$ cat src/rtl/tc_sched_pkg.sv
// Shared state encoding and index-width helper for the tensor core scheduler.
package tc_sched_pkg;

  typedef enum logic [2:0] {
    ST_IDLE,
    ST_START,
    ST_FETCH,
    ST_DONE,
    ST_COMPUTE,
    ST_WB,
    ST_DRAIN
  } sched_state_t;

  // Width of an index over n items, never below one bit.
  function automatic int unsigned idx_w(input int unsigned n);
    return (n > 1) ? $clog2(n) : 1;
  endfunction

endpackage

$ cat src/rtl/tensor_core_scheduler_if.sv
// Request, core-handshake and result signals of the tensor core scheduler.
// master: scheduler side; slave: issue logic / tensor core side.
interface tensor_core_scheduler_if
  import tc_sched_pkg::*;
#(
  parameter int NUM_REQ      = 4,
  parameter int TAG_WIDTH    = 4,
  parameter int FETCH_BEATS  = 8,
  parameter int RESULT_BEATS = 8
);
  localparam int unsigned FBW = idx_w(FETCH_BEATS);
  localparam int unsigned RBW = idx_w(RESULT_BEATS);

  logic [NUM_REQ-1:0]           req_valid;
  logic [NUM_REQ*TAG_WIDTH-1:0] req_tag;
  logic [NUM_REQ-1:0]           req_ready;
  logic                         tc_idle;
  logic                         tc_fetch;
  logic                         tc_compute;
  logic                         tc_write_back;
  logic                         tc_start;
  logic                         tc_fetch_done;
  logic                         fetch_rd_en;
  logic [FBW-1:0]               fetch_beat;
  logic                         res_valid;
  logic [RBW-1:0]               res_beat;
  logic                         res_last;
  logic [TAG_WIDTH-1:0]         res_tag;
  logic                         busy;
  logic                         err_timeout;

  modport master (
    input  req_valid, req_tag, tc_idle, tc_fetch, tc_compute, tc_write_back,
    output req_ready, tc_start, tc_fetch_done, fetch_rd_en, fetch_beat,
           res_valid, res_beat, res_last, res_tag, busy, err_timeout
  );

  modport slave (
    output req_valid, req_tag, tc_idle, tc_fetch, tc_compute, tc_write_back,
    input  req_ready, tc_start, tc_fetch_done, fetch_rd_en, fetch_beat,
           res_valid, res_beat, res_last, res_tag, busy, err_timeout
  );

endinterface

$ cat src/rtl/tc_rr_arbiter.sv
// Round-robin arbiter: lowest requesting index at or after the pointer wins;
// the pointer moves past the winner only when the grant is accepted.
module tc_rr_arbiter
  import tc_sched_pkg::*;
#(
  parameter int NUM_REQ = 4
) (
  input  logic               clk,
  input  logic               rst,
  input  logic [NUM_REQ-1:0] req,
  input  logic               accept,
  output logic [NUM_REQ-1:0] grant
);
  localparam int unsigned PW = idx_w(NUM_REQ);

  logic [PW-1:0] ptr_q;
  logic [PW-1:0] win;
  logic          found;
  int unsigned   idx;

  always_comb begin
    grant = '0;
    win   = '0;
    found = 1'b0;
    idx   = 0;
    for (int unsigned off = 0; off < NUM_REQ; off++) begin
      idx = (32'(ptr_q) + off) % NUM_REQ;
      if (!found && req[idx]) begin
        found      = 1'b1;
        grant[idx] = 1'b1;
        win        = PW'(idx);
      end
    end
  end

  always_ff @(posedge clk or posedge rst) begin
    if (rst) begin
      ptr_q <= '0;
    end else if (accept) begin
      ptr_q <= (32'(win) == NUM_REQ - 1) ? '0 : win + PW'(1);
    end
  end

endmodule

$ cat src/rtl/tensor_core_scheduler.sv
// Job sequencer for the tensor core: grant, start, fetch, compute, write-back, drain.
// Optional watchdog enabled by defining TC_SCHED_TIMEOUT_EN.
module tensor_core_scheduler
  import tc_sched_pkg::*;
#(
  parameter int NUM_REQ        = 4,
  parameter int TAG_WIDTH      = 4,
  parameter int FETCH_BEATS    = 8,
  parameter int RESULT_BEATS   = 8,
  parameter int TIMEOUT_CYCLES = 1024
) (
  input  logic                     clk,
  input  logic                     rst,
  tensor_core_scheduler_if.master  bus
);
  localparam int unsigned FBW = idx_w(FETCH_BEATS);
  localparam int unsigned RBW = idx_w(RESULT_BEATS);
  localparam logic [FBW-1:0] FETCH_LAST = FBW'(FETCH_BEATS - 1);
  localparam logic [RBW-1:0] RES_LAST   = RBW'(RESULT_BEATS - 1);

  sched_state_t         state_q, state_d;
  logic [FBW-1:0]       fb_q, fb_d;
  logic [RBW-1:0]       rb_q, rb_d;
  logic [TAG_WIDTH-1:0] tag_q, tag_d, tag_sel;
  logic [NUM_REQ-1:0]   grant;
  logic                 grant_en;
  logic                 accept;
  logic                 res_valid;
  logic                 timeout;
  logic                 unused_status;

  assign unused_status = bus.tc_compute;

  // Grants are only offered from IDLE with the core idle, and never during reset.
  assign grant_en      = (state_q == ST_IDLE) && bus.tc_idle && !rst;
  assign bus.req_ready = grant_en ? grant : '0;
  assign accept        = |bus.req_ready;

  tc_rr_arbiter #(.NUM_REQ(NUM_REQ)) u_arb (
    .clk    (clk),
    .rst    (rst),
    .req    (bus.req_valid),
    .accept (accept),
    .grant  (grant)
  );

  always_comb begin
    tag_sel = '0;
    for (int unsigned i = 0; i < NUM_REQ; i++) begin
      if (grant[i]) tag_sel = bus.req_tag[i*TAG_WIDTH +: TAG_WIDTH];
    end
  end

`ifdef TC_SCHED_TIMEOUT_EN
  localparam int unsigned WDW = idx_w(TIMEOUT_CYCLES);
  localparam logic [WDW-1:0] WD_LAST = WDW'(TIMEOUT_CYCLES - 1);

  logic [WDW-1:0] wd_q;
  logic           wd_active;
  logic           err_q;

  assign wd_active = (state_q == ST_FETCH) || (state_q == ST_COMPUTE) ||
                     (state_q == ST_WB)    || (state_q == ST_DRAIN);
  assign timeout   = wd_active && (wd_q == WD_LAST);

  always_ff @(posedge clk or posedge rst) begin
    if (rst) begin
      wd_q  <= '0;
      err_q <= 1'b0;
    end else begin
      err_q <= timeout;
      if (!wd_active || (state_d != state_q)) wd_q <= '0;
      else                                    wd_q <= wd_q + WDW'(1);
    end
  end

  assign bus.err_timeout = err_q;
`else
  localparam int unsigned unused_timeout = TIMEOUT_CYCLES;
  assign timeout         = 1'b0;
  assign bus.err_timeout = 1'b0;
`endif

  always_comb begin
    state_d   = state_q;
    fb_d      = fb_q;
    rb_d      = rb_q;
    tag_d     = tag_q;
    res_valid = 1'b0;
    case (state_q)
      ST_IDLE: begin
        if (accept) begin
          tag_d   = tag_sel;
          state_d = ST_START;
        end
      end
      ST_START: begin
        fb_d    = '0;
        state_d = ST_FETCH;
      end
      ST_FETCH: begin
        if (bus.tc_fetch) begin
          if (fb_q == FETCH_LAST) begin
            fb_d    = '0;
            state_d = ST_DONE;
          end else begin
            fb_d = fb_q + FBW'(1);
          end
        end
      end
      ST_DONE: state_d = ST_COMPUTE;
      // The first write-back cycle seen in COMPUTE is already result beat 0.
      ST_COMPUTE, ST_WB: begin
        if (bus.tc_write_back) begin
          res_valid = 1'b1;
          if (rb_q == RES_LAST) begin
            rb_d    = '0;
            state_d = ST_DRAIN;
          end else begin
            rb_d    = rb_q + RBW'(1);
            state_d = ST_WB;
          end
        end
      end
      ST_DRAIN: begin
        if (bus.tc_idle) state_d = ST_IDLE;
      end
      default: state_d = ST_IDLE;
    endcase
    if (timeout) begin
      res_valid = 1'b0;
      fb_d      = '0;
      rb_d      = '0;
      state_d   = ST_IDLE;
    end
  end

  always_ff @(posedge clk or posedge rst) begin
    if (rst) begin
      state_q <= ST_IDLE;
      fb_q    <= '0;
      rb_q    <= '0;
      tag_q   <= '0;
    end else begin
      state_q <= state_d;
      fb_q    <= fb_d;
      rb_q    <= rb_d;
      tag_q   <= tag_d;
    end
  end

  assign bus.tc_start      = (state_q == ST_START);
  assign bus.tc_fetch_done = (state_q == ST_DONE);
  assign bus.fetch_rd_en   = (state_q == ST_FETCH);
  assign bus.fetch_beat    = fb_q;
  assign bus.res_valid     = res_valid;
  assign bus.res_beat      = rb_q;
  assign bus.res_last      = res_valid && (rb_q == RES_LAST);
  assign bus.res_tag       = tag_q;
  assign bus.busy          = (state_q != ST_IDLE);

endmodule

$ cat src/flat_wrapper.sv
// flat-port wrapper written by rule: the top's interface ports become plain ports
module tensor_core_scheduler_flat import tc_sched_pkg::*;
#(
  parameter int NUM_REQ        = 4,
  parameter int TAG_WIDTH      = 4,
  parameter int FETCH_BEATS    = 8,
  parameter int RESULT_BEATS   = 8,
  parameter int TIMEOUT_CYCLES = 1024
)
  (clk, rst, bus_req_valid, bus_req_tag, bus_tc_idle, bus_tc_fetch, bus_tc_compute, bus_tc_write_back, bus_req_ready, bus_tc_start, bus_tc_fetch_done, bus_fetch_rd_en, bus_fetch_beat, bus_res_valid, bus_res_beat, bus_res_last, bus_res_tag, bus_busy, bus_err_timeout);
  tensor_core_scheduler_if #(.NUM_REQ(NUM_REQ), .TAG_WIDTH(TAG_WIDTH), .FETCH_BEATS(FETCH_BEATS), .RESULT_BEATS(RESULT_BEATS)) bus_i ();
  input  logic clk;
  input  logic rst;
  input wire logic [$bits(bus_i.req_valid)-1:0] bus_req_valid;
  input wire logic [$bits(bus_i.req_tag)-1:0] bus_req_tag;
  input wire logic [$bits(bus_i.tc_idle)-1:0] bus_tc_idle;
  input wire logic [$bits(bus_i.tc_fetch)-1:0] bus_tc_fetch;
  input wire logic [$bits(bus_i.tc_compute)-1:0] bus_tc_compute;
  input wire logic [$bits(bus_i.tc_write_back)-1:0] bus_tc_write_back;
  output wire logic [$bits(bus_i.req_ready)-1:0] bus_req_ready;
  output wire logic [$bits(bus_i.tc_start)-1:0] bus_tc_start;
  output wire logic [$bits(bus_i.tc_fetch_done)-1:0] bus_tc_fetch_done;
  output wire logic [$bits(bus_i.fetch_rd_en)-1:0] bus_fetch_rd_en;
  output wire logic [$bits(bus_i.fetch_beat)-1:0] bus_fetch_beat;
  output wire logic [$bits(bus_i.res_valid)-1:0] bus_res_valid;
  output wire logic [$bits(bus_i.res_beat)-1:0] bus_res_beat;
  output wire logic [$bits(bus_i.res_last)-1:0] bus_res_last;
  output wire logic [$bits(bus_i.res_tag)-1:0] bus_res_tag;
  output wire logic [$bits(bus_i.busy)-1:0] bus_busy;
  output wire logic [$bits(bus_i.err_timeout)-1:0] bus_err_timeout;
  assign bus_i.req_valid = bus_req_valid;
  assign bus_i.req_tag = bus_req_tag;
  assign bus_i.tc_idle = bus_tc_idle;
  assign bus_i.tc_fetch = bus_tc_fetch;
  assign bus_i.tc_compute = bus_tc_compute;
  assign bus_i.tc_write_back = bus_tc_write_back;
  assign bus_req_ready = bus_i.req_ready;
  assign bus_tc_start = bus_i.tc_start;
  assign bus_tc_fetch_done = bus_i.tc_fetch_done;
  assign bus_fetch_rd_en = bus_i.fetch_rd_en;
  assign bus_fetch_beat = bus_i.fetch_beat;
  assign bus_res_valid = bus_i.res_valid;
  assign bus_res_beat = bus_i.res_beat;
  assign bus_res_last = bus_i.res_last;
  assign bus_res_tag = bus_i.res_tag;
  assign bus_busy = bus_i.busy;
  assign bus_err_timeout = bus_i.err_timeout;
  tensor_core_scheduler #(.NUM_REQ(NUM_REQ), .TAG_WIDTH(TAG_WIDTH), .FETCH_BEATS(FETCH_BEATS), .RESULT_BEATS(RESULT_BEATS), .TIMEOUT_CYCLES(TIMEOUT_CYCLES)) u_core (.clk(clk), .rst(rst), .bus(bus_i));
endmodule
$ cat config.mk
export PLATFORM = sky130hd
export DESIGN_NAME = tensor_core_scheduler_flat
export DESIGN_NICKNAME = d
export VERILOG_FILES = /design/src/rtl/tc_sched_pkg.sv /design/src/rtl/tensor_core_scheduler_if.sv /design/src/rtl/tc_rr_arbiter.sv /design/src/rtl/tensor_core_scheduler.sv /design/src/flat_wrapper.sv
export SDC_FILE = /design/constraint.sdc
export NUM_CORES = 1
export LEC_CHECK = 0
export CAP_MARGIN = 20
export CORE_MARGIN = 4
export CORE_UTILIZATION = 35
export CTS_CLUSTER_SIZE = 14
export DETAILED_ROUTE_END_ITERATION = 10
export HOLD_SLACK_MARGIN = 0.03
export PLACE_DENSITY = 0.64
export SETUP_SLACK_MARGIN = 0.5
export SYNTH_ARGS = -nofsm -noshare
export SYNTH_HDL_FRONTEND = slang
export SYNTH_SLANG_ARGS = --single-unit
$ cat constraint.sdc
create_clock -name clk -period 3.78 [get_ports clk]
set_input_delay 0.756 -clock clk [delete_from_list [all_inputs] [get_ports clk]]
set_output_delay 0.756 -clock clk [all_outputs]
set_load 0.005 [all_outputs]
==> key figures, run 1 <==
Floorplan
  – Die Width: 73.7 um
  – Rows: 23
  – IO Pins: 47
  – Starting density of the core: 36.9%
  – Core area: 4090 um2
  – Die area: between 5000 and 6000 um2
  – DIE HEIGHT: 73.7 um

Yosys
  – Post-synth EDFFs: 0
  – Ranking of synthesized cells by area: dfrtp_1 (25%), ha_1 (8.3%), nand2_1 (6.0%)
  – Synth top area share: 24.9%
  – Post-Synthesis Cells: 186
  – Top_reg_cell synth: dfrtp_1
  – Async SR Flop Fraction: 100%
  – Synth Cell Area: 1510 um2
  – Syn_area_per_cell: between 8 and 9 um2
  – Yosys cell types: 45
  – Seq/Total Area, Yosys: 24.9%
  – Area leader, netlist: dfrtp_1
  – Syn nets: 222
  – #FFs+latches synth: 15
  – Synth Warn #: 0

Placement
  – Dpl hpwl: around 2.9 mm
  – Placed cells: ~280
  – Final Wtd Congestion: a little over 0.8
  – Port buffer count: between 40 and 50

Worst hold path
  – Hold Crit Class: reg -> reg
  – Hold depth: 2

Timing
  – Worst-Margin Slew: between 0.5 and 0.6 ns
  – Worst hold margin: 0.517 ns
  – RSZ-0062 raised after global routing: yes
  – Endpoints failing hold: 0
  – Clk_skew: around 0.0035 ns
  – Max Clk Rate: 310 MHz
  – Min Clock Period, post-route: 3.22 ns
  – Final setup fails: 0
  – Tcrit/Tclk final: between 80% and 90%
  – Relative slew slack: roughly 60%
  – Pins Over Slew Limit: 0

Clocking
  – Number of H-tree levels: 1
  – CTS tree: built
  – Clock Tree Buf Depth: 2
  – Root Driver: clkbuf_8
  – Hold_buf cts: 0
  – Worst skew pair latency: 0.24 ns
  – Inserted Clock Buffers: 3
  – Clock Sinks: 15
  – CTS clock-pin slew for the worst setup and hold paths: 0.06 ns

Worst setup path
  – Worst setup EP type: primary output
  – CP Launch Type: input pin
  – Crit-path leading delay family: buffers and inverters
  – Crit path kind: in -> out
  – Max Fanout on Critical Path: 4
  – Crit-path cells: dlygate4sd2_1 -> mux4_2 -> buf_6 -> nand3b_1 -> o21ai_2 -> a211o_1 -> and2_1 -> clkdlybuf4s15_1
  – Slowest-stage cell, CP: mux4_2
  – Worst r2r path cells: 11
  – Crit path arrival time: 2.47 ns
  – CP bufs+invs: 3
  – WP data required: about 3.0 ns
  – Critical path depth: 8
  – Crit path largest cell delay: 0.53 ns

GRT
  – Largest net degree at the start of global routing: 18
  – GRT Total Usage: 14.8%
  – First-pass GRT wire length: 6.47 mm
  – Total grt overflow: 0
  – Vias in the first global route: 1432
  – Initial antenna violation count: 0

Routing
  – Routed vias: 1557
  – # DRC: 0
  – Final ANT Viol Nets: 0
  – DR WL/cell: roughly 13 um
  – Starting DRT DRC Count: 46
  – First-pass iteration count of the detailed router: 4
  – Vias/cell: between 5 and 6
  – Final wirelength: 3.95 mm

Final layout
  – Layout Cells excl Fill: 296
  – Most common cell after layout, fill and taps aside: clkdlybuf4s50_1
  – Area delta synth->final: 46.4%
  – Area taken by flip-flops and latches: roughly 380 um2
  – Share of cells above drive strength 1: between 20 and 25%
  – Filler cells: 388
  – Diodes inserted: 0
  – Most frequent cells in the layout: clkdlybuf4s50_1 (36), nand2_1 (24), buf_4 (20), nor2_1 (17), dfrtp_1 (15)
  – Nets: 283
  – Multi-input combinational cell area: 1070 um2

Status
  – Outcome: finished clean

Pwr
  – Total Power: approximately 1600 uW
  – Leak Pwr: 0.00100 uW
  – Pwr/cell area: between 700 and 800 nW/um2
  – Maximum vdd drop: approximately 0.00021 V

Flow run
  – Max cap viols: 0
flip-flops by register name, summed over array words and instances (netlist names), named ones only:
register,flops
u_core.bus.res_tag,4
u_core.bus.res_beat,3
u_core.u_arb.ptr_q,1
u_core.state_q,3
u_core.bus.fetch_beat,3
cells by family after synthesis:
family / share of synthesized area, %
AOI/OAI and AO/OA: 21.8
xor gates and xnor gates: 0.581
adders and majority gates: 8.29
buffers and inverters: 8.13
DFF: 24.9
muxes: 7.30
other: 0.249
and+or+nand+nor: 28.8
cell type report:
class,instances,area share [%]
inverters,13,2.21
repair buffers,68,27.6
clock buffers,4,2.04
well taps,50,2.83
multi-input cells,146,48.3
flip-flops and latches,15,17.0
stage by stage:
| step | setup slack (ns) | setup TNS (ns) | utilization (%) | instance area, um2 |
|---|---|---|---|---|
| after global routing | 0.473 | 0 | 54.0 | 2210 |
| after floorplan | 0.522 | 0 | - | 1510 |
| final | 0.555 | 0 | 54.0 | 2210 |
| after global placement | 0.00780 | 0 | 50.4 | 2060 |
| after CTS | 0.498 | 0 | 53.3 | 2180 |
| after detailed placement | -0.00629 | -0.00629 | 50.4 | 2060 |
routing by layer:
| metal | part of all wire [%] | track usage [%] | vias up |
|---|---|---|---|
| met5 | 0 | 0 | - |
| met4 | 2.0 | 3.82 | 0 |
| met3 | 5.7 | 2.87 | 8 |
| met2 | 47 | 24.7 | 50 |
| met1 | 45 | 19.4 | 713 |
| li1 | - | - | 786 |
worst min-delay path, stage by stage (launching register included):
cell,delay (ns)
dfrtp_1,0.37
nand2_1,0.06
nand2_1,0.06
path summary, 6_finish.rpt:
path | from | end | slack [ns]
max | bus_req_valid[3] | bus_req_ready[3] | 0.56
min | u_core.bus.res_beat[2] | u_core.bus.res_beat[2] | 0.52
max reg2reg | flop | u_core.state_q[0] | 0.69
min reg2reg | u_core.bus.res_beat[2] | u_core.bus.res_beat[2] | 0.52
max in group asynchronous | rst | u_core.bus.res_beat[0] | 2.48
min in group asynchronous | rst | async pin | 0.92
power by group:
part / internal [uW] / leakage [uW] / switching, uW
Clock: 74.5 / 0.0000228 / 53.0
Sequential: 227 / 0.000184 / 54.6
Combinational: 652 / 0.000797 / 575
Total: 953 / 0.00100 / 683
cell usage after synthesis, types with 3 or more instances:
library cell,n
a211o_1,3
a21o_1,3
a21oi_1,7
a311o_1,4
a31oi_1,6
and3b_1,4
buf_6,3
clkbuf_1,6
dfrtp_1,15
ha_1,10
inv_1,13
mux4_2,3
nand2_1,24
nand2b_1,4
nand3_1,10
nand3b_1,4
nor2_1,17
nor3_1,5
nor3b_1,7
o21ai_0,6
repair_timing:
action                     CTS  global route
gates resized for setup     24            15
buffers inserted             5             3
setup endpoints to repair    5             8
hold endpoints to repair     0             0
pin swaps                    1             3
Note: power is estimated with default switching activity, not from simulation.
==> inputs of run 2 (changes only) <==
==> constraint.sdc (replaced) <==
create_clock -name clk -period 3.78 [get_ports clk]
set_input_delay 0.756 -clock clk [delete_from_list [all_inputs] [get_ports clk]]
set_output_delay 0.756 -clock clk [all_outputs]
set_load 0.01 [all_outputs]
==> key figures, run 2 (synthesis gave the netlist of run 1 again) <==
Final layout
  – Share of cells above drive strength 1: between 20% and 30%
  – Nets: 280
  – Most common cell after layout, fill and taps aside: clkdlybuf4s50_1
  – Diodes inserted: 0
  – Layout Cells excl Fill: 293
  – Most frequent cells in the layout: clkdlybuf4s50_1 (36), nand2_1 (24), buf_4 (20), nor2_1 (17), dfrtp_1 (14)
  – Area delta synth->final: 43.7%
  – Number of flip-flops in the largest register: 4
  – Cell area after layout: 2170 um2

Floorplan
  – Rows: 23
  – DIE HEIGHT: 73.7 um
  – IO Pins: 47
  – Die Width: 73.7 um
  – Die area: 5430 um2
  – Starting density of the core: 36.9%
  – Core area: 4090 um2

Clocking
  – Clock Tree Buf Depth: 2
  – CTS clock-pin slew for the worst setup and hold paths: around 0.060 ns
  – Number of H-tree levels: 1
  – Worst skew pair latency: roughly 0.24 ns
  – Root Driver: clkbuf_8
  – Inserted Clock Buffers: 3
  – Clock Sinks: 15
  – CTS tree: built

GRT
  – Most used routing layer: met2
  – Initial antenna violation count: 0
  – Global routing usage on met2: between 20% and 30%
  – Met3 usage: 2.87%
  – Total grt overflow: 0
  – Largest net degree at the start of global routing: 18
  – Vias in the first global route: 1365
  – GRT Total Usage: 13.7%
  – M1 GR Usage: 17.8%
  – First-pass GRT wire length: 6.07 mm

Pwr
  – Maximum vdd drop: 0.000266 V
  – Pwr/cell area: 737 nW/um2
  – Internal Power: 919 uW
  – Flop pwr share: between 15 and 20%
  – Switching pwr: 679 uW
  – Switching Share: 42.5%
  – Clk pwr share: 7.9%
  – Leak Pwr: 0.000985 uW
  – Combinational Power Share: between 70% and 80%

Placement
  – Dpl hpwl: 2.91 mm
  – Pre-CTS setup slack: -0.00469 ns
  – Port buffer count: 44
  – Final Wtd Congestion: 0.786
  – Placed Area: approximately 2100 um2
  – Placed cells: 286

Timing
  – Setup TNS: 0 ns
  – RSZ-0062 raised after global routing: yes
  – Clk_skew: around 0.00094 ns
  – Final WS setup: between 0.5 and 0.6 ns
  – Min Clock Period, post-route: about 3.2 ns
  – Worst-Margin Slew: 0.584 ns
  – Relative slew slack: 61.0%
  – Pins Over Slew Limit: 0
  – Final setup fails: 0
  – Endpoints failing hold: 0
  – Max Clk Rate: 313 MHz
  – Tcrit/Tclk final: 84.5%

Worst setup path
  – Worst setup EP type: primary output
  – Crit path arrival time: 2.44 ns
  – WP data required: 3.02 ns
  – CP Launch Type: input pin
  – Max Fanout on Critical Path: 5
  – Crit path kind: in -> out

Routing
  – Routed vias: 1499
  – Final ANT Viol Nets: 0
  – First-pass iteration count of the detailed router: 4
  – Starting DRT DRC Count: 71
  – # DRC: 0
  – Final wirelength: 3.81 mm
  – DR WL/cell: 13.0 um
  – Vias/cell: 5.12

Flow run
  – Max cap viols: 0

Worst hold path
  – Hold Crit Class: reg -> reg

Status
  – Outcome: finished clean
## run 2: what timing repair did
item | 4_1_cts | 5_1_grt
buffers inserted | 1 | 2
pin swaps | 0 | 1
endpoints found under the setup margin | 7 | 4
gates cloned | 0 | 0
gates resized for setup | 21 | 5
hold buffers | 0 | 0
## run 2: path summary, 6_finish.rpt
check / start / end / slack (ns) / depth (start not counted)
hold reg to reg: u_core.bus.res_beat[2] / u_core.bus.res_beat[2] / 0.51 / 2
setup / recovery: bus_req_valid[2] / bus_req_ready[1] / 0.58 / 8
hold / removal: u_core.bus.res_beat[2] / u_core.bus.res_beat[2] / 0.51 / 2
min in group asynchronous: rst / u_core.bus.res_tag[3] / 0.93 / 2
max in group asynchronous: rst / async pin / 2.43 / 2
setup reg to reg: u_core.u_arb.ptr_q[1] / u_core.state_q[0] / 0.74 / 10
## run 2: stage by stage
stage	utilization (%)	total power [uW]	hold slack [ns]
finish	53.1	1600	0.513
detailed placement	50.9	1390	0.505
global placement	50.9	1380	0.498
CTS	53.2	1580	0.520
global route	53.1	1740	0.555
floorplan	-	1040	0.535
## run 2: layout make-up
cell class	count	area (um2)
Fill cell	383	1920
Timing Repair Buffer	65	577
Tap cell	50	62.6
Multi-Input combinational cell	146	1060
Clock buffer	4	45.0
Sequential cell	15	377
Inverter	13	48.8
## run 2: critical path, cell delays in order
cell           delay (ns)
dlygate4sd2_1        0.28
mux4_2               0.50
buf_4                0.18
nor3b_2              0.17
o22ai_2              0.10
a21boi_2             0.16
nor2_1               0.13
clkbuf_2             0.15
## run 2: power by group through the flow
stage | registers [uW] | clock network (uW) | logic [uW]
6_report | 281 | 126 | 1190
2_1_floorplan | 308 | 0 | 735
5_1_grt | 295 | 141 | 1310
4_1_cts | 282 | 133 | 1170
3_5_place_dp | 285 | 0 | 1110
3_3_place_gp | 284 | 0 | 1100
## run 2: per-layer routing
layer  vias up  share of wire [%]
met5         -                  0
met4         0               0.32
met3         2                6.1
met2        33                 47
met1       688                 47
li1        776                  -
==> RTL edit 1: new RTL, settings of run 1 <==
Build with the macro `TC_SCHED_TIMEOUT_EN` defined.
--- a/src/rtl/tensor_core_scheduler.sv
+++ b/src/rtl/tensor_core_scheduler.sv
@@ -1,5 +1,7 @@
 // Job sequencer for the tensor core: grant, start, fetch, compute, write-back, drain.
 // Optional watchdog enabled by defining TC_SCHED_TIMEOUT_EN.
+`define TC_SCHED_TIMEOUT_EN
+
 module tensor_core_scheduler
   import tc_sched_pkg::*;
 #(
Function: same outputs for any inputs over 10 cycles, from zero or initial values and one cycle with rst high; that may be too few to reach the edited logic, so the function may still have changed.
==> RTL edit 1 against run 1 <==
Routed wire length up 35%. Worst hold slack worse by 19 ps. Count of clock-buffer cells in the layout unchanged. Die area up 32%. Area after synthesis increased by 36%. First-iteration DRC count increased by 85%. Setup slack worse by 20 ps. Sequential cell count rose by 11. Final cell count rose by 26%. Power rose by 47%. Fmax shrank 0.61%. Sequential share of layout area is 4.6 points higher. Synthesized cell count grew 25%. Design area increased by 36%. Largest power group unchanged.
==> RTL edit 1: results (changes against run 1) <==
Status
  – Status: finished clean

Hold path
  – Min-delay src: u_core.wd_q[0]
  – Hold Path Depth: 1 (-1)

Power
  – Pleak: 1.26 nW (+25%)
  – Peak supply drop: 0.346 mV (+62%)

Timing
  – Time the worst path needs with I/O delays and setup: 3240 ps (+19.9 ps)
  – Slew @ Worst Pin: 988 ps (+415 ps)
  – Clock Skew: 4.67 ps (+1.16 ps)

Placement
  – GPL Wtd Cong: 0.779 (-3.7%)
  – Placed Area: 2760 um^2 (+34%)
  – Inst Count DP: 359 (+26%)
  – Pre-CTS setup slack: -70.8 ps (-64.6 ps)
  – Buffers on Ports: 45 (+2.3%)
  – Dpl hpwl: 3800 um (+32%)

Clock network
  – Worst skew pair latency: 270 ps (+30 ps)
  – Clk slew on worst S/H paths: 90 ps (+30 ps)

Critical path
  – CP Capture Point: bus_req_ready[1]
  – Crit Path Category: flip-flop to output port
  – Reg2reg end: u_core.state_q[0]
  – Crit Path Max Fanout: 3 (-1)
  – CP top delay family: multiplexers

Synth
  – Post-Synth Adder-Cell Area: 0.0670 (-0.0160)
  – Sequential fraction of the synthesis area: 0.316 (+0.0677)
  – Mux cell area share after synthesis: 0.0785 (+0.00555)
  – Yosys cell types: 50 (+11%)
  – Post-synth top cells: 26 x dfrtp_1, 25 x a21oi_1, 16 x nor2_1, 13 x nor3_1, 11 x ha_1
  – XOR/XNOR share of the synthesized area: 0.0383 (+0.0325)
  – Compound-gate portion of the synthesized area: 0.215 (-0.00323)
  – Area contributors post-synth: dfrtp_1 32%, ha_1 6.7%, a21oi_1 6.1%

GRT
  – Pin count of the biggest net entering global routing: 27 (+9)
  – Vias in the first global route: 2027 (+42%)

Finish
  – Max reg flops: 10 (+6)
  – Layout cells sized above 1: 0.272 (+0.0439)
  – Non-Filler Instances: 374 (+26%)
  – Nets: 340 (+20%)

Route
  – Met3 Wirelength: 201 um (-11%)
  – Final wirelength: 5340 um (+35%)
RTL edit 1: cell types whose count changed after synthesis, sizes merged, moves of 5 or more:
| cell | run 1 | this run |
|---|---|---|
| nor2b | 1 | 6 |
| dfrtp | 15 | 26 |
| a21oi | 7 | 26 |
| nor3 | 5 | 14 |
| nand2 | 24 | 10 |
RTL edit 1: worst reg2reg max path, stage by stage, from the launching register on:
cell and delay (ps):
dfrtp_1 410, clkinv_4 80, ha_4 280, mux4_2 540
buf_6 150, buf_6 120, a21o_1 180, o22ai_2 110
buf_4 140, or3b_4 390, or3_4 390, a21boi_1 180
a311oi_1 70
RTL edit 1: per-layer routing:
| metal | up-vias | global-route usage |
|---|---|---|
| li1 | 998 | - |
| met1 | 956 | 0.195 |
| met2 | 38 | 0.254 |
| met3 | 2 | 0.0334 |
| met4 | 0 | 0.0187 |
| met5 | - | 0 |
RTL edit 1: cell type report:
cell class | instances | area, um^2
Multi-Input combinational cell | 183 | 1460
Inverter | 10 | 45.0
Fill cell | 511 | 2590
Timing Repair Buffer | 79 | 712
Sequential cell | 26 | 651
Clock buffer | 4 | 55.1
Tap cell | 72 | 90.1
RTL edit 1: through the flow:
stage | utilization | hold WS, ps
after CTS | 0.514 | 498
after global routing | 0.537 | 527
after floorplan | - | 467
after detailed placement | 0.492 | 486
final | 0.537 | 497
after global placement | 0.492 | 486
RTL edit 1: power groups by stage:
stage	registers, mW	clock network [mW]	logic (mW)
4_1_cts	0.454	0.183	1.58
3_5_place_dp	0.457	0	1.47
5_1_grt	0.470	0.192	1.94
2_1_floorplan	0.426	0	1.01
6_report	0.455	0.176	1.77
3_3_place_gp	0.457	0	1.45
RTL edit 1: repair_timing:
action,in CTS,in global routing
setup endpoints to repair,19,23
gates resized for setup,26,24
hold buffers,0,0
pin swaps,6,8
setup buffers,5,6
==> RTL edit 2: new RTL, settings of run 1 <==
Made on the original files. Take the reset off `fb_q`, `rb_q` and `tag_q` and load them in a clocked block of their own.
--- a/src/rtl/tensor_core_scheduler.sv
+++ b/src/rtl/tensor_core_scheduler.sv
@@ -138,15 +138,15 @@
   always_ff @(posedge clk or posedge rst) begin
     if (rst) begin
       state_q <= ST_IDLE;
-      fb_q    <= '0;
-      rb_q    <= '0;
-      tag_q   <= '0;
     end else begin
       state_q <= state_d;
-      fb_q    <= fb_d;
-      rb_q    <= rb_d;
-      tag_q   <= tag_d;
     end
+  end
+
+  always_ff @(posedge clk) begin
+    fb_q  <= fb_d;
+    rb_q  <= rb_d;
+    tag_q <= tag_d;
   end
 
   assign bus.tc_start      = (state_q == ST_START);
Function: differs if rst is asserted again (counterexample within 4 cycles, from zero or initial values and one cycle with rst high); with rst held inactive, the same outputs for 10 cycles.
==> RTL edit 2 against run 1 <==
Area after synthesis up 1.4%. Power up 12%. Design area up 4.2%. Largest power group unchanged. Sequential cell count unchanged. Routed wire length up 11%. Setup slack worse by 37 ps. Final cell count down 2.4%. Fmax down 1.1%.
==> RTL edit 2: results (changes against run 1) <==
Status
  – Status: finished clean

Route
  – Drt wl/cell: 15.1 um (+13%)
  – Post-route DRC: 0 (unchanged)
  – DR vias/cell: 5.44 (+3.4%)
  – Iteration count of the initial detailed-routing pass: 4 (unchanged)
  – DR iter-0 viols: 131 (+180%)

Synth
  – Yosys warns: 0 (unchanged)
  – Syn Inst Count: 166 (-11%)
  – Async SR Flop Fraction: 0.333 (-0.667)
  – Post-synth EDFFs: 10 (+10)
  – Sequential fraction of the synthesis area: 0.278 (+0.0292)
  – Synth Net Count: 202 (-9.0%)
  – Top_reg_cell synth: edfxtp_1
  – Area contributors post-synth: edfxtp_1 20%, dfrtp_1 8.2%, ha_1 8.2%
  – Post-synth top cells: 18 x nor2_1, 14 x nand2_1, 10 x edfxtp_1, 10 x ha_1
  – Yosys cell types: 51 (+13%)

Clock network
  – H-tree depth: 1 (unchanged)
  – Cts bufs inserted: 3 (unchanged)
  – Root buffer cell: clkbuf_8
  – Worst skew pair latency: around 250 ps
  – Clk slew on worst S/H paths: 60 ps (about the same)
  – Clock buffer depth: 2 (unchanged)

Timing
  – Clock Skew: 0.785 ps (-2.73 ps)

Power
  – Peak supply drop: 0.300 mV (+41%)
  – Pleak: 1.00 nW (-0.13%)

Hold path
  – Worst Hold Class: flip-flop to flip-flop

Placement
  – Dpl hpwl: 3230 um (+12%)
  – GPL Wtd Cong: 0.842 (+4.2%)
  – Inst Count DP: 273 (-3.9%)
  – Buffers on Ports: 44 (unchanged)
  – Pre-CTS setup slack: -137 ps (-131 ps)

GRT
  – Initial antenna violation count: 0 (unchanged)
  – Pin count of the biggest net entering global routing: 19 (+1)
  – GRT Overall Usage: 0.165 (+0.0172)
  – First-pass GRT wire length: 7160 um (+11%)
  – Vias in the first global route: 1580 (+10%)

Finish
  – N_diodes: 0 (unchanged)
  – Nets: 276 (-2.5%)
  – Max reg flops: 4 (unchanged)
  – Non-Filler Instances: 289 (-2.4%)
  – Layout cells sized above 1: 0.255 (+0.0276)

Critical path
  – Worst EP arrival: 2510 ps (+40 ps)
  – Crit Path Max Fanout: 4 (unchanged)
-- RTL edit 2: cell count changes after synthesis, moves of 5 or more --
cell	run 1	this run
a31oi_1	6	1
dfrtp_1	15	5
edfxtp_1	0	10
nand2_1	24	14
nand3_1	10	1
o22ai_1	1	6
-- RTL edit 2: layer usage --
layer / global-route usage / up-vias / part of all wire
met5: 0 / - / 0
met4: 0.0443 / 0 / 0.013
met3: 0.0405 / 6 / 0.061
met2: 0.293 / 41 / 0.51
met1: 0.198 / 753 / 0.42
li1: - / 772 / -
-- RTL edit 2: metrics by stage --
stage / hold slack, ps / area (um^2) / util
after global routing: 630 / 2300 / 0.559
final: 592 / 2300 / 0.559
after global placement: 572 / 2130 / 0.518
after CTS: 586 / 2280 / 0.554
after floorplan: 543 / 1530 / -
after detailed placement: 580 / 2130 / 0.518
-- RTL edit 2: report_power, final --
group | switching, mW | internal, mW | total, mW
logic | 0.673 | 0.727 | 1.40
registers | 0.0463 | 0.253 | 0.300
clock network | 0.0536 | 0.0746 | 0.128
total | 0.773 | 1.05 | 1.83
-- RTL edit 2: cells by family (layout without fill, tap and decap cells) --
family | Yosys count | after routing | synth area share
AOI/OAI and AO/OA | 49 | 49 | 0.254
xor gates and xnor gates | 1 | 1 | 0.00572
adders and majority gates | 10 | 10 | 0.0818
buffers and inverters | 19 | 92 | 0.0695
DFF | 15 | 15 | 0.278
muxes | 12 | 12 | 0.110
other | 1 | 1 | 0.00245
and+or+nand+nor | 59 | 59 | 0.198
-- RTL edit 2: final timing paths --
path,slack [ps],end,startpoint,cells past startpoint
max,520,bus_req_ready[1],bus_req_valid[2],8
min,590,u_core.state_q[1],u_core.state_q[2],1
max reg2reg,800,u_core.u_arb.ptr_q[1],flip-flop,9
min reg2reg,590,u_core.state_q[1],u_core.state_q[2],1
max in group asynchronous,2880,u_core.state_q[1],rst,2
min in group asynchronous,720,u_core.state_q[2],rst,2
-- RTL edit 2: what timing repair did --
| item | CTS | global route |
|---|---|---|
| resized for setup | 38 | 4 |
| buffers inserted | 7 | 5 |
| pin swaps | 6 | 4 |
| endpoints found under the setup margin | 4 | 4 |
-- RTL edit 2: cell type report --
class | count | area [um^2]
multi-input combinational | 132 | 1050
inverter | 9 | 36.3
fill | 357 | 1810
timing repair buffer | 79 | 686
sequential | 15 | 425
tap | 50 | 62.6
clock buffer | 4 | 45.0
-- RTL edit 2: worst max-delay path, stage by stage --
cell and delay (ps):
buf_2 110, buf_6 120, mux4_2 530, buf_6 150, a211o_2 280, a22o_2 220, and2_1 150, clkdlybuf4s15_2 200
